[src/rtl/vga_bank_swap_scheduler.sv]
// Double-buffered VRAM bank scheduler for the TinyQV VGA peripheral.
// The display scans one bank while CPU word writes go to the other (back) bank.
// Swap requests wait for an eligible frame boundary, and CPU writes stall while
// a swap is pending. The block also keeps a frame counter and drives a
// swap-complete interrupt.
//
// Handshake: a CPU write is accepted in any cycle where cpu_wr && cpu_ready.
// cpu_ready is combinational and equals !swap_pending. A stalled requester
// holds cpu_wr, cpu_word and cpu_data until cpu_ready returns high.
module vga_bank_swap_scheduler #(
  parameter int WORDS      = 12,
  parameter int WORD_BITS  = 4,
  parameter int FRAME_BITS = 8
) (
  input  logic                  clk,
  input  logic                  rst_n,
  input  logic                  frame_start,
  input  logic                  swap_req,
  input  logic [3:0]            swap_interval,
  input  logic                  irq_en,
  input  logic                  cli,
  input  logic                  cpu_wr,
  input  logic [WORD_BITS-1:0]  cpu_word,
  input  logic [31:0]           cpu_data,
  output logic                  cpu_ready,
  output logic                  vram_we,
  output logic                  vram_bank,
  output logic [WORD_BITS-1:0]  vram_word,
  output logic [31:0]           vram_data,
  output logic                  display_bank,
  output logic                  swap_pending,
  output logic [FRAME_BITS-1:0] frame_count,
  output logic                  irq
);

  typedef enum logic {
    IDLE    = 1'b0,
    PENDING = 1'b1
  } state_t;

  // WORDS is widened by one bit so the range check holds even when
  // WORDS == 2**WORD_BITS.
  localparam logic [WORD_BITS:0] WORDS_L = WORDS[WORD_BITS:0];

  state_t      state, state_nxt;
  logic [3:0]  frames_since_swap;
  logic [3:0]  interval_m1;
  logic        eligible;
  logic        do_swap;
  logic        wr_accept;

  // Current state is visible to the outside as swap_pending.
  assign swap_pending = (state == PENDING);
  assign cpu_ready    = !swap_pending;

  // An interval of 0 behaves as 1, so the threshold never goes below zero.
  assign interval_m1 = (swap_interval == 4'd0) ? 4'd0 : (swap_interval - 4'd1);
  assign eligible    = (frames_since_swap >= interval_m1);
  assign do_swap     = swap_pending && frame_start && eligible;

  // Writes to out-of-range words are accepted at the handshake but not emitted.
  assign wr_accept = cpu_wr && cpu_ready && ({1'b0, cpu_word} < WORDS_L);

  // State register.
  always_ff @(posedge clk or negedge rst_n) begin
    if (!rst_n) state <= IDLE;
    else        state <= state_nxt;
  end

  // Next-state logic. swap_req is ignored while a swap is already pending.
  always_comb begin
    state_nxt = state;
    case (state)
      IDLE:    if (swap_req) state_nxt = PENDING;
      PENDING: if (do_swap)  state_nxt = IDLE;
      default: state_nxt = IDLE;
    endcase
  end

  // Display bank toggles and the interval counter restarts on each swap.
  always_ff @(posedge clk or negedge rst_n) begin
    if (!rst_n) begin
      display_bank      <= 1'b0;
      frames_since_swap <= 4'd0;
    end else if (do_swap) begin
      display_bank      <= !display_bank;
      frames_since_swap <= 4'd0;
    end else if (frame_start && (frames_since_swap != 4'd15)) begin
      frames_since_swap <= frames_since_swap + 4'd1;
    end
  end

  // Free-running frame counter, wrapping at its full width.
  always_ff @(posedge clk or negedge rst_n) begin
    if (!rst_n)           frame_count <= '0;
    else if (frame_start) frame_count <= frame_count + 1'b1;
  end

  // Swap-complete interrupt. A set in the same cycle as cli takes priority.
  always_ff @(posedge clk or negedge rst_n) begin
    if (!rst_n)                irq <= 1'b0;
    else if (do_swap && irq_en) irq <= 1'b1;
    else if (cli)              irq <= 1'b0;
  end

  // Registered VRAM write port, pointing at the back bank as it was before this edge.
  always_ff @(posedge clk or negedge rst_n) begin
    if (!rst_n) begin
      vram_we   <= 1'b0;
      vram_bank <= 1'b0;
      vram_word <= '0;
      vram_data <= '0;
    end else begin
      vram_we <= wr_accept;
      if (wr_accept) begin
        vram_bank <= !display_bank;
        vram_word <= cpu_word;
        vram_data <= cpu_data;
      end
    end
  end

endmodule
[config.mk]
export PLATFORM = sky130hd
export DESIGN_NAME = vga_bank_swap_scheduler
export DESIGN_NICKNAME = d
export VERILOG_FILES = /design/src/rtl/vga_bank_swap_scheduler.sv
export SDC_FILE = /design/constraint.sdc
export NUM_CORES = 1
export LEC_CHECK = 0
export CORE_ASPECT_RATIO = 1.1
export CORE_MARGIN = 2
export CORE_UTILIZATION = 30
export CTS_BUF_LIST = sky130_fd_sc_hd__clkbuf_16
export CTS_CLUSTER_DIAMETER = 30
export DETAILED_ROUTE_END_ITERATION = 10
export GPL_ROUTABILITY_DRIVEN = 1
export HOLD_SLACK_MARGIN = 0.06
export SYNTH_ARGS = -nofsm -noshare
export SYNTH_HDL_FRONTEND = slang
export SYNTH_SLANG_ARGS = --single-unit
[constraint.sdc]
create_clock -name clk -period 2.2 [get_ports clk]
set_input_delay 0.44 -clock clk [delete_from_list [all_inputs] [get_ports clk]]
set_output_delay 0.44 -clock clk [all_outputs]
set_load 0.05 [all_outputs]
==> flow_metrics.py <==
metrics = {
    "run_status": {
        "status": "completed",
    },
    "synth": {
        "synth_top_family_by_area": "multiplexers",
        "synth_top_cell_area_share": 0.558,
        "synth_mux_area_frac": 0.219,
        "synth_nets": 219,
        "synth_ff_type": "dfrtp_1",
        "synth_edf_count": 0,
        "avgSynthCellArea_um2": 14.3,
        "ys_seq_area_frac": 0.558,
        "yosys.area_share.adder": 0.0316,
        "async_flop_share": 1.00,
        "synth-xor-area-share": 0.0258,
        "synth.area.top_cells": "dfrtp_1, mux2_4, mux2_2",
        "yosysUniqueCellTypes": 39,
        "synth_area_mm2": 0.00238,
        "yosys.area_share.simple": 0.0684,
        "yosys.area.top_type": "dfrtp_1",
        "ys_warn_count": 0,
        "synth_compound_area_frac": 0.0658,
        "ys_ff_latch": 53,
        "synth_cells": 166,
    },
    "global_routing": {
        "overflow": 0,
        "grt_max_degree": 33,
        "grt_use_total": 0.117,
        "grt_pass1_vias": 1757,
        "antenna_found_initial": 0,
        "grt_first_pass_wirelength_mm": 7.98,
    },
    "sta": {
        "fmax_mhz": 468,
        "hold_viol_final": 0,
        "final.min_clock_period_ns": 2.14,
        "rsz0062_at_grt": "no",
        "tightestPinTransition_ns": 0.556,
        "finalWorstSetupSlack_ns": 0.0613,
        "max_slew_margin": 0.629,
        "tns_ns": 0,
        "finalSetupViolations": 0,
        "final.period_utilization": 0.972,
        "maxSlewViolCount": 0,
        "skew_ns": 0.00359,
    },
    "clock_network": {
        "cts-root-buf": "clkbuf_16",
        "cts_buffers": 5,
        "cts_tree": "yes",
        "clk_path_buf_depth": 2,
        "h-tree-depth": 2,
        "clkTransAtPathRegs_ns": 0.07,
        "cts.sinks": 53,
        "post_cts_buffers": 0,
        "worstSkewPairLatency_ns": 0.28,
    },
    "die": {
        "coreArea_mm2": 0.00778,
        "initial_core_util": 0.306,
        "io_pins": 97,
        "fp.dieW_um": 88.9,
        "die-area_mm2": 0.00866,
        "dieHeight_um": 97.4,
        "num_rows": 34,
    },
    "cells_and_area": {
        "final_nets": 326,
        "drive_gt1_frac": 0.226,
        "diodes": 0,
        "fin_area_mm2": 0.00369,
        "area_delta_synth_final_pct": 55.0,
        "fin_util": 0.473,
        "fin_cells": 382,
    },
    "placement": {
        "placed_cell_area_mm2": 0.00352,
        "io_buffers": 96,
        "pre_cts_slack_ns": -0.295,
        "dp_hpwl_mm": 3.72,
        "gp_congestion": 0.694,
        "post-place-cells": 374,
    },
    "routing": {
        "first_iter_violations": 24,
        "ant_nets": 0,
        "routed_wl_mm": 5.01,
        "drt-pass1-iter-count": 4,
        "route.detailed.drc": 0,
        "vias_per_cell": 4.38,
        "vias": 1673,
        "wire_per_inst_um": 13.1,
    },
    "job": {
        "max-cap-violations": 0,
    },
    "critical_path": {
        "crit_fanout": 4,
        "cp_data_required_time_ns": 2.36,
        "start_kind": "primary input",
        "arrival_ns": 2.30,
        "path_class": "primary input to flop",
        "ff2ff_path_depth": 6,
        "crit_path_end_kind": "flop",
    },
    "pwr": {
        "leakage_nw": 1.69,
        "irDropWorstVdd_mv": 0.851,
        "cellPowerDensity_mw_per_mm2": 1690,
    },
    "hold_path": {
        "hold_class": "primary input to async pin",
    },
}
flip-flops by register name, summed over array words and instances (netlist names):
register	count
swap_pending	1
vram_word	4
vram_bank	1
vram_data	32
display_bank	1
frames_since_swap	4
frame_count	8
irq	1
vram_we	1
logic make-up (layout without fill, tap and decap cells):
group | after synthesis | in the layout
compound gates | 21 | 21
simple gates | 30 | 30
xor+xnor | 7 | 7
buf+inv | 12 | 120
flops | 53 | 53
fa+ha+maj | 6 | 6
mux | 37 | 37
layout by cell type, fill, tap and decap left out, drive strengths merged, types with 3 or more instances in the layout:
| cell type | n |
|---|---|
| nand4 | 3 |
| xnor2 | 3 |
| mux2 | 36 |
| xor2 | 4 |
| clkbuf | 5 |
| nor3 | 4 |
| nor2 | 7 |
| dfrtp | 53 |
| clkdlybuf4s50 | 93 |
| nand2 | 4 |
| nand3 | 4 |
| a21oi | 4 |
| inv | 7 |
| buf | 11 |
| ha | 6 |
synth_stat cells (2+ instances only):
master,instances
mux2_2,8
a21o_1,2
nand4_1,3
mux2_4,28
dfrtp_1,53
xor2_1,4
ha_1,6
buf_6,4
a21oi_1,4
nor3_1,4
o21ai_0,2
inv_1,6
xnor2_1,3
nor2_1,7
nand3_1,4
nand2_1,4
o22a_1,2
layout make-up:
class | count | area (um2)
fillers | 734 | 4100
flip-flops and latches | 53 | 1330
repair buffers | 106 | 1060
multi-input cells | 101 | 995
well taps | 108 | 135
clock buffers | 5 | 125
inverters | 6 | 22.5
clock inverters | 3 | 21.3
power by group:
| group | leakage [nW] | internal [W] | switching (W) | total, W |
|---|---|---|---|---|
| registers | 0.641 | 0.00144 | 0.000316 | 0.00176 |
| logic | 0.978 | 0.00153 | 0.00218 | 0.00371 |
| clock network | 0.0702 | 0.000424 | 0.000345 | 0.000769 |
per-stage QoR:
stage | hold slack, ns | total power (W)
4_1_cts | 0.161 | 0.00630
6_report | 0.138 | 0.00624
3_3_place_gp | 0.458 | 0.00546
5_1_grt | 0.183 | 0.00656
3_5_place_dp | 0.460 | 0.00549
2_1_floorplan | 0.144 | 0.00424
worst paths after layout:
check | start | end | slack (ns)
max | swap_interval[2] | display_bank | 0.06
min | rst_n | vram_data[1] | 0.14
max reg2reg | frames_since_swap[0] | display_bank | 0.53
min reg2reg | frame_count[7] | frame_count[7] | 0.46
max in group asynchronous | rst_n | frame_count[7] | 1.50
min in group clk | frame_count[7] | frame_count[7] | 0.46
metal layers:
metal  GRT usage  share of wire
met1       0.144           0.44
met2       0.199           0.48
met3      0.0297          0.069
met4      0.0315         0.0042
met5           0              0
repair_timing:
item / 4_1_cts / 5_1_grt
endpoints found under the setup margin: 1 / 6
hold endpoints to repair: 0 / 0
hold buffers: 0 / 0
pin swaps: 0 / 2
gates resized for setup: 1 / 6
critical path, stage by stage:
cell	delay [ns]
clkdlybuf4s50_1	0.53
mux2_2	0.36
ha_1	0.27
o211ai_1	0.12
o211a_1	0.22
or3_1	0.37
Note: power is estimated with default switching activity, not from simulation.
